$ cat src/rtl/alu_bitserial_seq.sv
// alu_bitserial_seq: drives an external 1-bit ALU slice one bit pair per cycle,
// LSB first. It chains the slice carry through a register and assembles the
// WIDTH-bit result together with the carry, zero and signed-overflow flags.
//
// Handshake: start is sampled on a rising edge only in IDLE or DONE. When it is
// accepted, opa/opb/op are latched on that edge. busy is high for exactly WIDTH
// cycles. After that, done pulses for one cycle and result/flags become valid.
// The result and flags hold until the next operation reaches DONE. start is
// ignored while busy is high.
module alu_bitserial_seq #(
    parameter int WIDTH = 32
) (
    input  logic             clk,
    input  logic             reset,
    input  logic             start,
    input  logic [2:0]       op,
    input  logic [WIDTH-1:0] opa,
    input  logic [WIDTH-1:0] opb,
    output logic             slice_a,
    output logic             slice_b,
    output logic             slice_cin,
    output logic [2:0]       slice_op,
    input  logic             slice_r,
    input  logic             slice_cout,
    output logic             busy,
    output logic             done,
    output logic [WIDTH-1:0] result,
    output logic             carry_out,
    output logic             zero,
    output logic             overflow,
    output logic [1:0]       state_dbg
);

    localparam int CW = (WIDTH > 2) ? $clog2(WIDTH) : 1;
    localparam logic [CW-1:0] LAST_BIT = CW'(WIDTH - 1);

    typedef enum logic [1:0] {
        IDLE = 2'd0,
        RUN  = 2'd1,
        DONE = 2'd2
    } state_t;

    state_t           state_q;
    state_t           state_d;
    logic             load;
    logic             last_bit;
    logic             is_arith;

    logic [WIDTH-1:0] a_sh;
    logic [WIDTH-1:0] b_sh;
    logic [WIDTH-1:0] res_sh;
    logic [WIDTH-1:0] res_next;
    logic [2:0]       op_q;
    logic             carry_q;
    logic             cin_msb;
    logic [CW-1:0]    cnt_q;

    // State register
    always_ff @(posedge clk) begin
        if (reset) begin
            state_q <= IDLE;
        end else begin
            state_q <= state_d;
        end
    end

    // Next-state logic: accept start in IDLE or DONE, and run for exactly WIDTH cycles
    always_comb begin
        state_d = state_q;
        load    = 1'b0;
        case (state_q)
            IDLE: begin
                if (start) begin
                    load    = 1'b1;
                    state_d = RUN;
                end
            end
            RUN: begin
                if (cnt_q == LAST_BIT) begin
                    state_d = DONE;
                end
            end
            DONE: begin
                if (start) begin
                    load    = 1'b1;
                    state_d = RUN;
                end else begin
                    state_d = IDLE;
                end
            end
            default: state_d = IDLE;
        endcase
    end

    assign last_bit = (state_q == RUN) && (cnt_q == LAST_BIT);
    assign is_arith = (op_q == 3'b010) || (op_q == 3'b110);
    assign res_next = {slice_r, res_sh[WIDTH-1:1]};
    // The carry into the MSB is whatever the carry register holds on the final bit
    assign cin_msb  = carry_q;

    // Operand shifters, carry chain, bit counter and the registered result/flags
    always_ff @(posedge clk) begin
        if (reset) begin
            a_sh      <= '0;
            b_sh      <= '0;
            res_sh    <= '0;
            op_q      <= 3'b000;
            carry_q   <= 1'b0;
            cnt_q     <= '0;
            result    <= '0;
            carry_out <= 1'b0;
            zero      <= 1'b0;
            overflow  <= 1'b0;
        end else if (load) begin
            a_sh    <= opa;
            b_sh    <= opb;
            res_sh  <= '0;
            op_q    <= op;
            // op[2] selects the inverted-b forms; for SUB the preset carry is the +1
            carry_q <= op[2];
            cnt_q   <= '0;
        end else if (state_q == RUN) begin
            a_sh    <= a_sh >> 1;
            b_sh    <= b_sh >> 1;
            res_sh  <= res_next;
            carry_q <= slice_cout;
            cnt_q   <= cnt_q + 1'b1;
            if (last_bit) begin
                result    <= res_next;
                carry_out <= slice_cout;
                zero      <= (res_next == '0);
                overflow  <= is_arith ? (cin_msb ^ slice_cout) : 1'b0;
            end
        end
    end

    // Status and slice drive; the slice sees zeros outside RUN
    always_comb begin
        busy      = (state_q == RUN);
        done      = (state_q == DONE);
        state_dbg = state_q;
        slice_a   = 1'b0;
        slice_b   = 1'b0;
        slice_cin = 1'b0;
        slice_op  = 3'b000;
        if (state_q == RUN) begin
            slice_a   = a_sh[0];
            slice_b   = b_sh[0];
            slice_cin = carry_q;
            slice_op  = op_q;
        end
    end

endmodule

$ cat config.mk
export PLATFORM = sky130hd
export DESIGN_NAME = alu_bitserial_seq
export DESIGN_NICKNAME = d
export VERILOG_FILES = /design/src/rtl/alu_bitserial_seq.sv
export SDC_FILE = /design/constraint.sdc
export NUM_CORES = 1
export LEC_CHECK = 0
export BUFFER_PORTS_ARGS = -buffer_cell sky130_fd_sc_hd__buf_2
export CAP_MARGIN = 20
export CORE_MARGIN = 4
export CORE_UTILIZATION = 50
export CTS_BUF_LIST = sky130_fd_sc_hd__clkbuf_2
export CTS_CLUSTER_DIAMETER = 30
export DETAILED_ROUTE_END_ITERATION = 10
export GPL_TIMING_DRIVEN = 1
export PLACE_DENSITY = 0.78
export SETUP_SLACK_MARGIN = 0.1
export SLEW_MARGIN = 20
export SYNTH_ARGS = -nofsm -noshare
export SYNTH_HDL_FRONTEND = slang
export SYNTH_SLANG_ARGS = --single-unit
$ cat constraint.sdc
create_clock -name clk -period 1.6 [get_ports clk]
set_input_delay 0.08 -clock clk [delete_from_list [all_inputs] [get_ports clk]]
set_output_delay 0.08 -clock clk [all_outputs]
set_load 0.05 [all_outputs]
== Word level (Yosys, flattened, before mapping) ==
Index checks and enable logic that the tools add are counted.
W data, S select, Z words.

* Word-level logic and storage cells: 47
* Input port bits: 72
* Flip-flop bits (word level): 142
* Output and inout bits: 45

* Equality and inequality tests: 7
* Bitwise logic cells: 2
* Multiplexer cells: 17
* Add/sub/neg operators: 1
* Reductions and logical operators: 9

{| class="wikitable"
|+ Operators by type and width
! cell !! count
|-
| $mux W32 || 4
|-
| $logic_not A32 Y1 || 1
|-
| $mux W1 || 9
|-
| $pmux W2 S3 || 1
|-
| $add A5 B1 Y5 const B || 1
|-
| $eq A5 B5 Y1 const B || 1
|-
| $mux W2 || 2
|-
| $reduce_or A2 Y1 || 2
|-
| $eq A3 B2 Y1 const B || 1
|-
| $eq A3 B3 Y1 const B || 1
|-
| $mux W3 || 1
|-
| $reduce_and A3 Y1 || 1
|-
| $eq A2 B1 Y1 const B || 1
|-
| $eq A2 B2 Y1 const B || 1
|-
| $logic_not A2 Y1 || 1
|-
| $ne A2 B1 Y1 const B || 1
|-
| $ne A2 B2 Y1 const B || 1
|-
| $reduce_and A2 Y1 || 1
|-
| $reduce_bool A2 Y1 || 1
|-
| $logic_and A1 B1 Y1 || 1
|-
| $logic_or A1 B1 Y1 || 1
|-
| $not A1 Y1 || 1
|-
| $xor A1 B1 Y1 || 1
|}

== Depth between registers and ports, before layout ==
* Depth in word-level cells: 5
* Mapped depth: 8
* Mapped depth without buffers: 6

== Worst setup path before layout ==
Ideal clock, no wire load.

* Kind: register to output
* Start: register state_q[0] (netlist: state_dbg[0])
* End: output port slice_a
* Data required time: 1.520 ns
* Arrival: 1.825 ns
* Stages on the path, launching flop included: 7
* Setup slack: -0.305 ns
* Buffers on the path: 3
* Cell sequence: dfxtp_1 nand2b_1 buf_6 inv_6 buf_6 buf_6 and2_1

* Longest elaborated chain between the ends: 2

{| class="wikitable"
|+ RTL lines
! item !! line !! RTL
|-
| from (decl) || 43 || <nowiki>state_t state_q;</nowiki>
|-
| from (signal assigned) || 63 || <nowiki>state_q <= state_d;</nowiki>
|-
| $eq A2 B1 Y1 || -- ||
|-
| named net busy || 25 || <nowiki>output logic busy,</nowiki>
|-
| $mux W1 || 146 || <nowiki>if (state_q == RUN) begin</nowiki>
|-
| to (decl) || 19 || <nowiki>output logic slice_a,</nowiki>
|}

The timed path passes the listed nets, and every way through them passes these cells.

== Worst setup path after layout ==
* Start: register cnt_q[0]
* End: register result[13]

* Longest elaborated chain between the ends: 3

{| class="wikitable"
|+ RTL lines
! item !! line !! RTL
|-
| from (decl) || 56 || <nowiki>logic [CW-1:0] cnt_q;</nowiki>
|-
| from (signal assigned) || 127 || <nowiki>cnt_q <= cnt_q + 1'b1;</nowiki>
|-
| $eq A5 B5 Y1 || 95 || <nowiki>assign last_bit = (state_q == RUN) && (cnt_q == LAST_BIT);</nowiki>
|-
| $logic_and A1 B1 Y1 || 95 ||
|-
| $reduce_and A3 Y1 (no source line) || -- ||
|-
| to (signal assigned) || 129 || <nowiki>result <= res_next;</nowiki>
|-
| to (decl) || 27 || <nowiki>output logic [WIDTH-1:0] result,</nowiki>
|}

No other way between the ends.
A chain may end at the register's enable or synchronous reset.

==> key figures <==
Status
  • Status: finished with violations
  • Failing checks: negative setup slack

Worst setup path
  • CP Launch Type: flop
  • Reg2reg end: result[13]$_SDFFE_PP0P_
  • R2R cell count: 8
  • Worst Path Required: around 2.2 ns
  • Critical Path AT: about 2.3 ns
  • Critical Path Sink: result[13]$_SDFFE_PP0P_
  • CP max FO: 5
  • WS Path Type: reg -> reg
  • FF-to-FF setup slack: -0.11 ns
  • CP Capture Type: flop
  • Launch point of the worst path: cnt_q[0]$_SDFFE_PP0P_
  • R2R Path Start: cnt_q[0]$_SDFFE_PP0P_

Layout
  • Multi-input gate area in the final layout: ~3000 µm²
  • Register area: 2830 µm²
  • Filler Cell Count: approximately 640
  • Layout cell share with drive strength beyond 1: around 38%
  • Area grow syn2layout: 48.8%
  • Post-Layout Cell Count: 1026
  • Final Util: just under 80%
  • Net count, final: ~950

Floorplanning
  • Die Y-Extent: 115 µm
  • Die area: 13100 µm²
  • Row Count: 38
  • Initial Utilization: approximately half
  • Core area: approximately 11000 µm²
  • I/O pin total: approximately 120
  • Die outline width: between 100 and 150 µm

Synth
  • Ys async rst share: 0%
  • Count leader, synth: nand2_1
  • Cell count after synthesis: 672
  • Sequential share of the synthesized area: 49.7%
  • Syn Std Cell Area: approximately 5700 µm²
  • Synth area leader: dfxtp_1
  • Synth warnings: 0
  • Mapped Nets: 746
  • Ranking of synthesized cells by area: dfxtp_1 (50%), nand2_1 (13%), a311oi_2 (6.9%)
  • Distinct cell type count after synthesis: 33
  • Commonest cells post-synth: nand2_1 (191), dfxtp_1 (141), a21oi_1 (73)
  • Synth top area share: 49.7%
  • EDFF count, synth: 0
  • Top FF cell, synth: dfxtp_1
  • Post-Syn Area per Cell: ~8.5 µm²
  • Register bit total from synthesis: roughly 140

Timing
  • Slew Viols, Final: 0
  • Minimum clock period: roughly 1.7 ns
  • Fmax: approximately 590 MHz
  • Least-Margin Pin Slew: around 0.57 ns
  • Worst setup margin: -0.109 ns
  • Hold WS: ~0.20 ns
  • Max_slew headroom: between 60% and 70%
  • Clk_skew: roughly 0.042 ns
  • Final count of hold timing violations: 0
  • RSZ-0062 raised after global routing: yes
  • Final period util: 107%
  • Final setup viols: 33

GRT
  • Total Routing Usage GR: 27.3%
  • Largest net degree at the start of global routing: between 50 and 60
  • First-pass GRT wire length: between 20000 and 30000 µm
  • Total gr overflow: 0
  • Initial antenna violation count: 1
  • Vias in the first global route: just under 6000

Clocking
  • CTS root buf: clkbuf_2
  • TritonCTS clock tree: done
  • Inserted Clock Buffers: 17
  • H-tree Lvls: 4
  • Worst-skew pair later-pin latency: between 0.6 and 0.7 ns
  • Sink Count: approximately 140
  • CTS clk-pin slew, worst paths: around 0.2 ns
  • Clock buffer depth: 2

Route
  • WL final: 20000 µm
  • DR WL met3: between 1000 and 1500 µm
  • Detail Route Antenna Nets: 0
  • Vias: 6109
  • Number of remaining DRC errors: 0
  • Wire length per cell: around 19 µm
  • Routed length on met1: around 7300 µm
  • WL met2: between 10000 and 15000 µm
  • Top sig layer: met4
  • DR pass1 iterations: 9
  • DRT iter0 DRCs: roughly 440
  • Vias per cell: slightly below 6

Placed design
  • Cell count after placement: just under 900
  • Hpwl dp: 9310 µm
  • # port buffers: 116
  • Post-Place Worst Slack: -0.00141 ns
  • RePlAce Congestion: 0.813

Power and ir drop
  • Leak pwr: 3.52 nW
  • Peak supply drop: 0.587 mV
  • Pwr dens: a little over 900 nW/µm²
  • Final Power: just under 0.008 W

Worst hold path
  • Worst Hold Class: in -> reg
  • Min-delay src: op[2]

Job
  • MaxCap Viol Count: 0
[logic make-up (layout without fill, tap and decap cells)]
kind of cell / count (synthesis) / in the layout / synth area share (%)
AND/OR/NAND/NOR: 324 / 324 / 24.6
flip-flops: 141 / 141 / 49.7
AO/OA/AOI/OAI: 139 / 139 / 17.8
buffers and inverters: 61 / 273 / 6.70
XOR/XNOR: 3 / 3 / 0.463
adder cells (fa/ha/maj): 2 / 2 / 0.440
multiplexers: 2 / 2 / 0.352
other: 0 / 2 / 0
[worst max-delay path, cell delays in order (launching register included)]
cell     delay, ns
dfxtp_2       0.40
ha_4          0.14
and3_4        0.19
ha_4          0.13
and3b_2       0.32
buf_6         0.15
buf_8         0.13
nand2_2       0.07
a21oi_2       0.13
[power breakdown]
group | switching (W) | total [W] | internal [W] | leakage [nW]
combinational | 0.000706 | 0.00134 | 0.000631 | 2.18
clock | 0.00130 | 0.00265 | 0.00135 | 0.190
sequential | 0.000122 | 0.00381 | 0.00369 | 1.15
total | 0.00213 | 0.00780 | 0.00567 | 3.52
[metal layers]
layer | vias to the layer above | global-route usage (%)
met5 | - | 0
met4 | 0 | 14.9
met3 | 114 | 5.71
met2 | 363 | 47.3
met1 | 2893 | 31.2
li1 | 2739 | -
[placed cells by master, fill, tap and decap left out, drive strengths merged, types with 3 or more instances in the layout]
master       synthesis  final
nand2b               3      3
dfxtp              141    141
nand3                3      3
clkinv               0      5
and2                 6      6
bufinv               0      6
nor3                72     72
dlygate4sd3          0     71
o22ai               35     35
inv                  1      4
a21oi               73     73
clkbuf              18     24
nand3b               3      3
nor4                 8      8
nand2              191    191
buf                 42    163
nor2                30     30
a311oi              26     26
[repair_timing]
| action | 4_1_cts | 5_1_grt |
|---|---|---|
| hold endpoints to repair | 96 | 0 |
| pin swaps | 18 | 35 |
| hold buffers | 71 | 0 |
| gates cloned | 7 | 4 |
| gates resized for setup | 110 | 81 |
| endpoints found under the setup margin | 44 | 127 |
| buffers inserted | 11 | 5 |
[how the worst min path moves through the flow]
stage | endpoint | depth (start not counted)
after floorplan | op_q[2]$_SDFFE_PP0P_ | 2
after global placement | op_q[1]$_SDFFE_PP0P_ | 3
after detailed placement | op_q[0]$_SDFFE_PP0P_ | 3
after CTS | op_q[0]$_SDFFE_PP0P_ | 4
after global routing | op_q[1]$_SDFFE_PP0P_ | 4
final | op_q[2]$_SDFFE_PP0P_ | 4
[stage by stage]
| stage | cell area, µm² | TNS (ns) |
|---|---|---|
| floorplan | 5720 | 0 |
| global placement | 6370 | 0 |
| detailed placement | 6370 | -0.00141 |
| CTS | 7920 | -0.604 |
| global route | 8450 | -4.22 |
| finish | 8450 | -1.63 |
[registers in the layout (all words and copies together), names as in the netlist]
signal,cells
carry_q,1
op_q,3
a_sh,32
res_sh,31
b_sh,32
state_dbg,2
zero,1
overflow,1
cnt_q,5
result,32
carry_out,1
[layout make-up]
type                            count  share of cell area [%]
Antenna cell                        2                  0.0592
Inverter                            1                   0.192
Sequential cell                   141                    33.5
Timing Repair Buffer              238                    24.5
Timing Repair inverter              2                   0.340
Multi-Input combinational cell    470                    35.6
Clock inverter                     12                    2.56
Clock buffer                       20                    1.18
Tap cell                          140                    2.07
(Power assumes the default switching activity.)
